<file path="config.mk">
export PLATFORM = sky130hd
export DESIGN_NAME = aes_input_packer
export DESIGN_NICKNAME = d
export VERILOG_FILES = /design/src/rtl/aes_input_packer.sv
export SDC_FILE = /design/constraint.sdc
export NUM_CORES = 1
export LEC_CHECK = 0
export ABC_AREA = 1
export BUFFER_PORTS_ARGS = -buffer_cell sky130_fd_sc_hd__buf_2
export CORE_AREA = 5 5 252 254
export CTS_CLUSTER_SIZE = 28
export DETAILED_ROUTE_END_ITERATION = 7
export DIE_AREA = 0 0 257 259
export GPL_TIMING_DRIVEN = 0
export SYNTH_ARGS = -nofsm -noshare
export SYNTH_HDL_FRONTEND = slang
export SYNTH_SLANG_ARGS = --single-unit
</file>
<file path="constraint.sdc">
create_clock -name clk -period 2.02 [get_ports clk]
set_input_delay 0.303 -clock clk [delete_from_list [all_inputs] [get_ports clk]]
set_output_delay 0.303 -clock clk [all_outputs]
set_load 0.01 [all_outputs]
</file>
<file path="src/rtl/aes_input_packer.sv">
// Byte-serial front end for a fixed-latency AES core: packs 16 plaintext bytes into a block,
// holds block and key stable while the core runs, then captures and hands off the ciphertext.
module aes_input_packer #(
  parameter int unsigned CIPHER_LATENCY = 12
) (
  input  logic         clk,
  input  logic         rst_n,
  input  logic         key_load,
  input  logic [127:0] key_in,
  output logic         key_ignored,
  input  logic         in_valid,
  input  logic [7:0]   in_data,
  output logic         in_ready,
  output logic [127:0] cipher_in,
  output logic [127:0] cipher_key,
  input  logic [127:0] cipher_out,
  output logic         out_valid,
  output logic [127:0] out_data,
  input  logic         out_ready,
  output logic         busy
);

  localparam logic [7:0] LatLast = 8'(CIPHER_LATENCY - 1);

  typedef enum logic [1:0] {
    StFill,
    StRun,
    StHold
  } state_e;

  state_e         state_q;
  logic [3:0]     byte_cnt_q;
  logic [7:0]     lat_q;
  logic [127:0]   buf_q;
  logic [127:0]   cipher_in_q;
  logic [127:0]   cipher_key_q;
  logic [127:0]   out_data_q;
  logic           out_valid_q;
  logic           key_ignored_q;
  logic           in_ready_q;
  logic           busy_q;

  logic [127:0]   fill_buf;
  logic           byte_acc;
  logic           last_byte;

  // Byte k lands in the AES-ordered slot [127-8k -: 8]; the 16th byte is merged here so the
  // completed block can be launched on the same edge it arrives.
  always_comb begin
    fill_buf = buf_q;
    for (int i = 0; i < 16; i++) begin
      if (byte_cnt_q == 4'(i)) begin
        fill_buf[127-8*i -: 8] = in_data;
      end
    end
  end

  assign byte_acc  = in_valid && in_ready_q && (state_q == StFill);
  assign last_byte = byte_acc && (byte_cnt_q == 4'hF);

  always_ff @(posedge clk or negedge rst_n) begin
    if (!rst_n) begin
      state_q       <= StFill;
      byte_cnt_q    <= 4'd0;
      lat_q         <= 8'd0;
      buf_q         <= '0;
      cipher_in_q   <= '0;
      cipher_key_q  <= '0;
      out_data_q    <= '0;
      out_valid_q   <= 1'b0;
      key_ignored_q <= 1'b0;
      in_ready_q    <= 1'b0;
      busy_q        <= 1'b0;
    end else begin
      key_ignored_q <= 1'b0;
      // The key must not move under a running block; loads are refused only in RUN.
      if (key_load) begin
        if (state_q == StRun) begin
          key_ignored_q <= 1'b1;
        end else begin
          cipher_key_q <= key_in;
        end
      end

      unique case (state_q)
        StFill: begin
          in_ready_q <= 1'b1;
          if (byte_acc) begin
            buf_q      <= fill_buf;
            byte_cnt_q <= byte_cnt_q + 4'd1;
          end
          if (last_byte) begin
            cipher_in_q <= fill_buf;
            lat_q       <= 8'd0;
            state_q     <= StRun;
            in_ready_q  <= 1'b0;
            busy_q      <= 1'b1;
          end
        end
        StRun: begin
          lat_q <= lat_q + 8'd1;
          if (lat_q == LatLast) begin
            out_data_q  <= cipher_out;
            out_valid_q <= 1'b1;
            state_q     <= StHold;
          end
        end
        StHold: begin
          if (out_ready) begin
            out_valid_q <= 1'b0;
            state_q     <= StFill;
            in_ready_q  <= 1'b1;
            busy_q      <= 1'b0;
          end
        end
        default: begin
          state_q    <= StFill;
          in_ready_q <= 1'b0;
          busy_q     <= 1'b0;
        end
      endcase
    end
  end

  assign key_ignored = key_ignored_q;
  assign in_ready    = in_ready_q;
  assign cipher_in   = cipher_in_q;
  assign cipher_key  = cipher_key_q;
  assign out_valid   = out_valid_q;
  assign out_data    = out_data_q;
  assign busy        = busy_q;

endmodule

</file>
==> results.txt, run 1 <==
CP Data Arrival Time -> 2.38 ns
Average size of a mapped cell -> 8.46 um2
Final #Nets -> 3800
Slew @ Worst Pin -> 1.02 ns
Crit-path slowest cell -> dfrtp_1
Max_cap viols -> 0
CP startpoint kind -> register
Die H -> 259 um
Critical path required time -> 2.49 ns
Io pins -> 657
Initial core utilization -> 0.353
Maximum VDD drop -> 0.000702 V
H-tree Lvls -> 2
GR Overflow Total -> 0
Clk_lat worst skew -> 0.62 ns
Initial antenna violation count -> 13
Maximum number of pins on one net before global-route repair -> 118
Run status -> completed
Aggregate global-route resource usage -> 0.266
Maximum achievable frequency -> 0.523 GHz
Multi-input combinational cell area -> 7460 um2
Yosys cell types -> 21
Post-Layout Cell Count -> 4372
Max Slew Vio Count -> 0
Max stage delay on crit path -> 0.42 ns
First-pass GRT wire length -> 135000 um
YS warnings -> 0
Crit Path Class -> reg2reg
Relative slew slack -> 0.318
Syn nets -> 2820
Minimum clock period -> 1.91 ns
Layout cells sized above 1 -> 0.246
Hold WS -> 0.0310 ns
Wire per inst -> 21.1 um
Critical path capture point type -> register
Dpl hpwl -> 67500 um
Cell repeated most along the worst path -> o21ai_0
Most common cell after layout, fill and taps aside -> nand2_1
Leakage -> 16.9 nW
Die area -> 66600 um2
PortBufs -> 656
Register area share after synthesis -> 0.607
DR pass1 iterations -> 5
CTS tree -> yes
Core area -> 61000 um2
Clock Skew -> 0.0224 ns
Most frequent cells in the layout -> 1293 x nand2_1, 738 x buf_2, 522 x dfrtp_1
Initial DRC Count -> 2156
Unrepaired setup endpoints after global routing -> yes
Min-delay worst type -> in2reg
Sink Count -> 522
Vias in the first global route -> 20848
Fill cells -> 5742
Post-DRT Antenna Nets -> 0
RePlAce Congestion -> 0.968
Cell Chain, Critical Path -> inv_1 > ha_1 > nand2_1 > buf_2 > o21ai_0 > o21ai_0
Final wirelength -> 92100 um
Cts bufs inserted -> 59
Register area -> 13100 um2
Final Cycle Share -> 0.947
Hold Vio Cnt, Final -> 0
Synthesis-to-layout area growth -> 42.1%
Mapped Area -> 21500 um2
Vias/cell -> 4.84
Root Buffer -> clkbuf_16
Flops & latches, synth -> 522
Worst-path clk slew -> 0.06 ns
PwrDens -> 1360 nW/um2
Row Count -> 91
DIE WIDTH -> 257 um
Remaining routing DRC violations -> 0
Clk buf depth -> 3
Inst Count DP -> 3996
Endpoints failing setup -> 0
Mapped Cells -> 2546
Routed via count -> 21150
Worst Path Max Fanout -> 10
==> what timing repair did <==
action,CTS,global route
setup buffers,0,0
resized for setup,3,13
hold endpoints to repair,348,0
gates cloned,0,1
hold buffers,258,0
endpoints found under the setup margin,110,301
==> worst paths after layout <==
path,slack [ns],to,cells past startpoint,start
max in group asynchronous,0.36,out_data[116]$_DFFE_PN0P_,4,rst_n
max reg2reg,0.11,buf_q[118]$_DFFE_PN0P_,6,byte_cnt_q[1]$_DFFE_PN0P_
min in group asynchronous,0.24,cipher_key[83]$_DFFE_PN0P_,2,rst_n
min reg2reg,0.46,cipher_key[21]$_DFFE_PN0P_,2,cipher_key[21]$_DFFE_PN0P_
max,0.11,buf_q[118]$_DFFE_PN0P_,6,byte_cnt_q[1]$_DFFE_PN0P_
min,0.03,out_data[96]$_DFFE_PN0P_,3,cipher_out[96]
==> cell usage after synthesis, drive strengths merged <==
| cell type | count | share of area |
|---|---|---|
| a21oi | 1 | 0.00023 |
| buf | 107 | 0.027 |
| clkbuf | 59 | 0.010 |
| dfrtp | 522 | 0.61 |
| ha | 5 | 0.0029 |
| inv | 62 | 0.011 |
| nand2 | 1297 | 0.23 |
| nand3 | 286 | 0.067 |
| nor2 | 13 | 0.0026 |
| o21ai | 189 | 0.044 |
| or2 | 2 | 0.00058 |
| xor2 | 3 | 0.0012 |
==> state kept, by name (all words and copies together), names as in the netlist, 2 cells and up <==
name and flops:
buf_q 120, byte_cnt_q 4, cipher_in 128, cipher_key 128
lat_q 8, out_data 128, state_q 2
==> where the power goes <==
group | switching (W) | total, W | internal, W
sequential | 0.00195 | 0.0158 | 0.0138
clock | 0.00444 | 0.0111 | 0.00662
combinational | 0.00990 | 0.0148 | 0.00495
total | 0.0163 | 0.0417 | 0.0254
==> per-layer routing <==
metal  part of all wire  global-route usage  wire [um]
met1               0.41               0.336      37300
met2               0.43               0.398      39700
met3               0.12               0.123      10900
met4              0.045               0.108       4110
met5             0.0016              0.0117        149
==> cell families (layout without fill, tap and decap cells) <==
family | Yosys count | in the layout | share of synthesized area
adder cells (fa/ha/maj) | 5 | 5 | 0.00291
AND/OR/NAND/NOR | 1598 | 1598 | 0.297
AO/OA/AOI/OAI | 190 | 190 | 0.0442
flip-flops | 522 | 522 | 0.607
other | 0 | 13 | 0
XOR/XNOR | 3 | 3 | 0.00122
buffers and inverters | 228 | 1251 | 0.0482
==> worst max-delay path, delay by kind of cell (launching register included) <==
kind | cells | cell delay (ns)
and+or+nand+nor | 1 | 0.26
AOI/OAI and AO/OA | 2 | 0.45
DFF | 1 | 0.42
adders and majority gates | 1 | 0.25
buffers and inverters | 2 | 0.38
==> cell type report <==
cell class / count / share of cell area
Sequential cell: 522 / 0.427
Buffer: 166 / 0.0266
Tap cell: 790 / 0.0323
Multi-Input combinational cell: 1796 / 0.244
Clock buffer: 86 / 0.0562
Clock inverter: 18 / 0.00851
Inverter: 62 / 0.00769
Antenna cell: 13 / 0.00106
Timing Repair Buffer: 919 / 0.197
==> stage by stage <==
step	TNS [ns]	area (um2)	total power [W]	setup slack, ns	util
floorplan	0	21500	0.0233	0.557	-
global placement	-5513.71	25800	0.0299	-10.61	0.423
detailed placement	-17.65	25900	0.0301	-0.226	0.425
CTS	0	30500	0.0418	0.00880	0.500
global route	-0.384	30600	0.0444	-0.0602	0.501
finish	0	30600	0.0417	0.107	0.501
No activity file was read; power rests on OpenSTA's default activity.
==> run 2, diff against run 1 <==
--- a/config.mk
+++ b/config.mk
@@ -7,10 +7,10 @@
 export LEC_CHECK = 0
 export ABC_AREA = 1
 export BUFFER_PORTS_ARGS = -buffer_cell sky130_fd_sc_hd__buf_2
-export CORE_AREA = 5 5 252 254
+export CORE_AREA = 5 5 249 251
 export CTS_CLUSTER_SIZE = 28
 export DETAILED_ROUTE_END_ITERATION = 7
-export DIE_AREA = 0 0 257 259
+export DIE_AREA = 0 0 254 256
 export GPL_TIMING_DRIVEN = 0
 export SYNTH_ARGS = -nofsm -noshare
 export SYNTH_HDL_FRONTEND = slang
==> results.txt, run 2 (synthesized netlist as in run 1, its figures left out) <==
Post-DRT Antenna Nets -> 0
Cell repeated most along the worst path -> o21ai_0
Critical path required time -> 2.49 ns
PortBufs -> 656
Final Cycle Share -> 0.945
Remaining routing DRC violations -> 0
Crit-path slowest cell -> dfrtp_1
Multi-input combinational cell area -> 7440 um2
Min-delay worst type -> in2reg
Routed via count -> 21070
Most frequent cells in the layout -> 1295 x nand2_1, 735 x buf_2, 522 x dfrtp_1
Hold Vio Cnt, Final -> 0
Worst-path clk slew -> 0.06 ns
Crit Path Class -> reg2reg
Core area -> 59700 um2
Hold_sp -> cipher_out[55]
Hold path depth -> 3
Maximum VDD drop -> 0.000846 V
Inst Count DP -> 3989
Slew @ Worst Pin -> 0.953 ns
DR pass1 iterations -> 5
Vias in the first global route -> 20848
Minimum clock period -> 1.91 ns
CP startpoint kind -> register
Sink Count -> 522
Critical path capture point type -> register
GR Overflow Total -> 0
Initial core utilization -> 0.361
Final worst slack -> 0.111 ns
CP Data Arrival Time -> 2.38 ns
First-pass GRT wire length -> 133000 um
Max Slew Vio Count -> 0
PwrDens -> 1360 nW/um2
Reg2Reg Setup Slack -> 0.11 ns
Unrepaired setup endpoints after global routing -> no
Final wirelength -> 90500 um
Maximum number of pins on one net before global-route repair -> 117
Max stage delay on crit path -> 0.42 ns
Post-route design area -> 30600 um2
Row Count -> 90
Die area -> 65000 um2
Dpl cell area -> 25900 um2
Worst r2r path cells -> 6
Post-CTS setup buffer count -> 0
Clk buf depth -> 3
Maximum achievable frequency -> 0.524 GHz
Initial DRC Count -> 1802
DIE WIDTH -> 254 um
Wire per inst -> 20.7 um
Endpoints failing setup -> 0
Final #Nets -> 3802
Post-Layout Cell Count -> 4361
Dpl hpwl -> 66400 um
H-tree Lvls -> 2
Reg-to-reg startpoint -> byte_cnt_q[0]$_DFFE_PN0P_
Most common cell after layout, fill and taps aside -> nand2_1
Layout cells sized above 1 -> 0.247
Cell Chain, Critical Path -> inv_1 > ha_1 > nand2_1 > buf_2 > o21ai_0 > o21ai_0
Run status -> completed
Aggregate global-route resource usage -> 0.267
Initial antenna violation count -> 7
Register area -> 13100 um2
Leakage -> 16.9 nW
Synthesis-to-layout area growth -> 42.4%
Vias/cell -> 4.83
Relative slew slack -> 0.365
Clk_lat worst skew -> 0.61 ns
Cts bufs inserted -> 57
Io pins -> 657
Die H -> 256 um
Max_cap viols -> 0
TNS Setup -> 0 ns
Pre-CTS setup slack -> -0.155 ns
Fill cells -> 5612
RePlAce Congestion -> 0.948
Root Buffer -> clkbuf_16
Worst Path Max Fanout -> 10
Clock Skew -> 0.0213 ns
Setup crit start -> byte_cnt_q[0]$_DFFE_PN0P_
CTS tree -> yes
Hold WS -> 0.0291 ns
-- run 2: repair_timing --
| action | in CTS | in global routing |
|---|---|---|
| setup endpoints to repair | 110 | 86 |
| gates resized for setup | 4 | 9 |
| pin swaps | 0 | 0 |
| hold endpoints to repair | 321 | 0 |
| hold buffers | 262 | 0 |
-- run 2: final timing paths --
path,end
max,buf_q[105]$_DFFE_PN0P_
min reg2reg,cipher_key[53]$_DFFE_PN0P_
min,out_data[55]$_DFFE_PN0P_
min in group asynchronous,cipher_key[85]$_DFFE_PN0P_
max reg2reg,buf_q[105]$_DFFE_PN0P_
max in group asynchronous,out_data[101]$_DFFE_PN0P_
-- run 2: layout make-up --
type,count,area share
clock inverters,23,0.0103
diodes,5,0.000408
repair buffers,923,0.198
clock buffers,82,0.0556
well taps,782,0.0319
inverters,62,0.00768
multi-input cells,1796,0.243
plain buffers,166,0.0269
flip-flops and latches,522,0.426
-- run 2: through the flow --
step | power (W) | util
after floorplan | 0.0233 | -
after global placement | 0.0298 | 0.432
after detailed placement | 0.0300 | 0.435
after CTS | 0.0418 | 0.513
after global routing | 0.0443 | 0.513
final | 0.0417 | 0.513
-- run 2: critical path: cells and delay by family, from the launching register on --
| family | cells | cell delay [ns] |
|---|---|---|
| flops | 1 | 0.42 |
| buf+inv | 2 | 0.41 |
| compound gates | 2 | 0.36 |
| fa+ha+maj | 1 | 0.31 |
| simple gates | 1 | 0.28 |
-- run 2: report_power, final --
| part | internal, W | total [W] | switching (W) | leakage, nW |
|---|---|---|---|---|
| sequential | 0.0138 | 0.0158 | 0.00195 | 6.65 |
| combinational | 0.00495 | 0.0147 | 0.00974 | 9.29 |
| clock | 0.00674 | 0.0112 | 0.00448 | 0.990 |
| total | 0.0255 | 0.0417 | 0.0162 | 16.9 |
-- run 2: per-layer routing --
| metal | track usage | wire length (um) | part of all wire | vias to the layer above |
|---|---|---|---|---|
| li1 | - | - | - | 9997 |
| met1 | 0.346 | 37500 | 0.41 | 10078 |
| met2 | 0.406 | 39800 | 0.44 | 800 |
| met3 | 0.112 | 10000 | 0.11 | 191 |
| met4 | 0.0844 | 3110 | 0.034 | 4 |
| met5 | 0 | 21 | 0.00023 | - |
==> run 3, diff against run 2 <==
--- a/config.mk
+++ b/config.mk
@@ -5,7 +5,6 @@
 export SDC_FILE = /design/constraint.sdc
 export NUM_CORES = 1
 export LEC_CHECK = 0
-export ABC_AREA = 1
 export BUFFER_PORTS_ARGS = -buffer_cell sky130_fd_sc_hd__buf_2
 export CORE_AREA = 5 5 249 251
 export CTS_CLUSTER_SIZE = 28
==> results.txt, run 3 <==
PwrDens -> 1390 nW/um2
CP Data Arrival Time -> 2.51 ns
Sink Count -> 522
Initial core utilization -> 0.333
Pre-CTS setup slack -> -0.645 ns
Die area -> 65000 um2
Most instantiated library cell after synthesis -> dfrtp_1
Initial antenna violation count -> 6
Mapped Cells -> 1452
Aggregate global-route resource usage -> 0.200
CP startpoint kind -> register
Routed via count -> 15155
Layout cells sized above 1 -> 0.493
TNS Setup -> -0.00752 ns
PortBufs -> 648
Maximum achievable frequency -> 0.493 GHz
Post-DRT Antenna Nets -> 0
Io pins -> 657
H-tree Lvls -> 2
RePlAce Congestion -> 0.844
Most frequent cells in the layout -> 657 x buf_2, 518 x dfrtp_1, 347 x nand2_1
Worst Path Max Fanout -> 9
Clock Skew -> 0.0193 ns
Maximum VDD drop -> 0.000851 V
Final Cycle Share -> 1.00
Fill cells -> 5146
Flops & latches, synth -> 522
Root Buffer -> clkbuf_16
Endpoints failing setup -> 1
DR pass1 iterations -> 6
Clk buf depth -> 3
YS warnings -> 0
Vias/cell -> 4.62
Maximum number of pins on one net before global-route repair -> 124
Crit Path Class -> reg2reg
Largest area contributor in the netlist -> dfrtp_1
Critical path capture point type -> register
Min-delay worst type -> in2async
Die H -> 256 um
Mapped Area -> 19900 um2
Synth top area share -> 0.657
Failing checks -> negative hold slack, negative setup slack
Vias in the first global route -> 16290
Max Slew Vio Count -> 0
Dpl cell area -> 24200 um2
Cts bufs inserted -> 56
Primary FF master, synth -> dfrtp_1
DIE WIDTH -> 254 um
Leakage -> 15.5 nW
Critical path required time -> 2.50 ns
Final wirelength -> 69700 um
Hold WS -> -0.370 ns
Core area -> 59700 um2
Unrepaired setup endpoints after global routing -> yes
Yosys cell types -> 38
Register area -> 13100 um2
Syn nets -> 1726
Row Count -> 90
Most common cell after layout, fill and taps aside -> buf_2
Run status -> finished with violations
Minimum clock period -> 2.03 ns
Final #Nets -> 2721
First-pass GRT wire length -> 101000 um
Register area share after synthesis -> 0.657
Async S/R FF share, synth -> 1.00
Max_cap viols -> 0
Dpl hpwl -> 48100 um
Wire per inst -> 21.3 um
Worst-path clk slew -> 0.06 ns
Crit-path slowest cell -> dfrtp_1
Cell Chain, Critical Path -> nor4_4 > nand4b_1 > nor2_4 > buf_12 > buf_16 > clkbuf_16 > mux2_2
Slew @ Worst Pin -> 0.872 ns
Relative slew slack -> 0.419
Post-route design area -> 29800 um2
Remaining routing DRC violations -> 0
Clk_lat worst skew -> 0.61 ns
Synthesis-to-layout area growth -> 50.0%
Initial DRC Count -> 785
CTS tree -> yes
Average size of a mapped cell -> 13.7 um2
Hold Vio Cnt, Final -> 100
Synth top cells by count -> 522 x dfrtp_1, 364 x mux2_2, 350 x nand2_1
Largest cells by area after synthesis -> dfrtp_1 66%, mux2_2 21%, nand2_1 6.6%
Multi-input combinational cell area -> 6630 um2
Final Util -> 0.499
EDFF count, synth -> 0
Max stage delay on crit path -> 0.41 ns
GR Overflow Total -> 0
Final worst slack -> -0.00752 ns
[run 3: cell count changes in the layout (fill, tap and decap cells not counted), moves of 45 or more]
cell	before	now
mux2_2	0	326
buf_2	735	657
clkbuf_1	67	19
nand2_1	1295	347
inv_1	53	4
nand3_1	282	4
mux2_4	0	45
o21ai_0	159	32
[run 3: timing repair]
action / 4_1_cts / 5_1_grt
hold buffers: 257 / 1
pin swaps: 4 / 4
setup endpoints to repair: 451 / 494
resized for setup: 81 / 112
cloned: 2 / 7
endpoints found under the hold margin: 358 / 101
setup buffers: 7 / 13
[run 3: cell families (layout without fill, tap and decap cells)]
logic type                 count (synthesis)  count (layout)  share of synthesized area
xor gates and xnor gates                   3               3                    0.00132
muxes                                    402             402                      0.227
and+or+nand+nor                          386             386                     0.0786
adders and majority gates                  5               5                    0.00315
buffers and inverters                     90            1129                     0.0201
AOI/OAI and AO/OA                         44              44                     0.0120
DFF                                      522             522                      0.657
other                                      0               4                          0
[run 3: per-stage QoR]
step | cells | power (W)
after detailed placement | 2886 | 0.0295
final | 3277 | 0.0414
after global placement | 2882 | 0.0291
after CTS | 3254 | 0.0412
after floorplan | 1452 | 0.0233
after global routing | 3276 | 0.0436
[run 3: power breakdown]
group | internal, W | switching, W | total [W]
registers | 0.0147 | 0.00240 | 0.0171
logic | 0.00651 | 0.00684 | 0.0134
clock network | 0.00666 | 0.00434 | 0.0110
total | 0.0279 | 0.0136 | 0.0414
[run 3: layout make-up]
class,count,area share
sequential,522,0.438
multi-input combinational,840,0.222
timing repair buffer,939,0.214
clock buffer,75,0.0544
tap,782,0.0328
buffer,84,0.0239
clock inverter,27,0.0129
inverter,4,0.000504
antenna,4,0.000336
[run 3: worst paths after layout]
path	startpoint	endpoint	slack, ns	cells past startpoint
max	lat_q[6]$_DFFE_PN0P_	out_data[51]$_DFFE_PN0P_	-0.008	7
min	rst_n	cipher_in[50]$_DFFE_PN0P_	-0.37	1
max reg2reg	lat_q[6]$_DFFE_PN0P_	out_data[51]$_DFFE_PN0P_	-0.008	7
min reg2reg	buf_q[115]$_DFFE_PN0P_	cipher_in[115]$_DFFE_PN0P_	0.46	2
max in group asynchronous	rst_n	out_data[1]$_DFFE_PN0P_	0.50	4
min in group clk	in_valid	byte_cnt_q[2]$_DFFE_PN0P_	0.30	5
[run 3: critical path: cells and delay by family, from the launching register on]
family	cells	cell delay, ns
buffers and inverters	3	0.49
and+or+nand+nor	3	0.66
muxes	1	0.34
DFF	1	0.41
[run 3: metal layers]
| metal | track usage | vias up | wire length (um) |
|---|---|---|---|
| met1 | 0.239 | 7568 | 26800 |
| met4 | 0.0652 | 2 | 2680 |
| li1 | - | 6882 | - |
| met5 | 0 | - | 7 |
| met3 | 0.0561 | 152 | 5220 |
| met2 | 0.347 | 551 | 35000 |
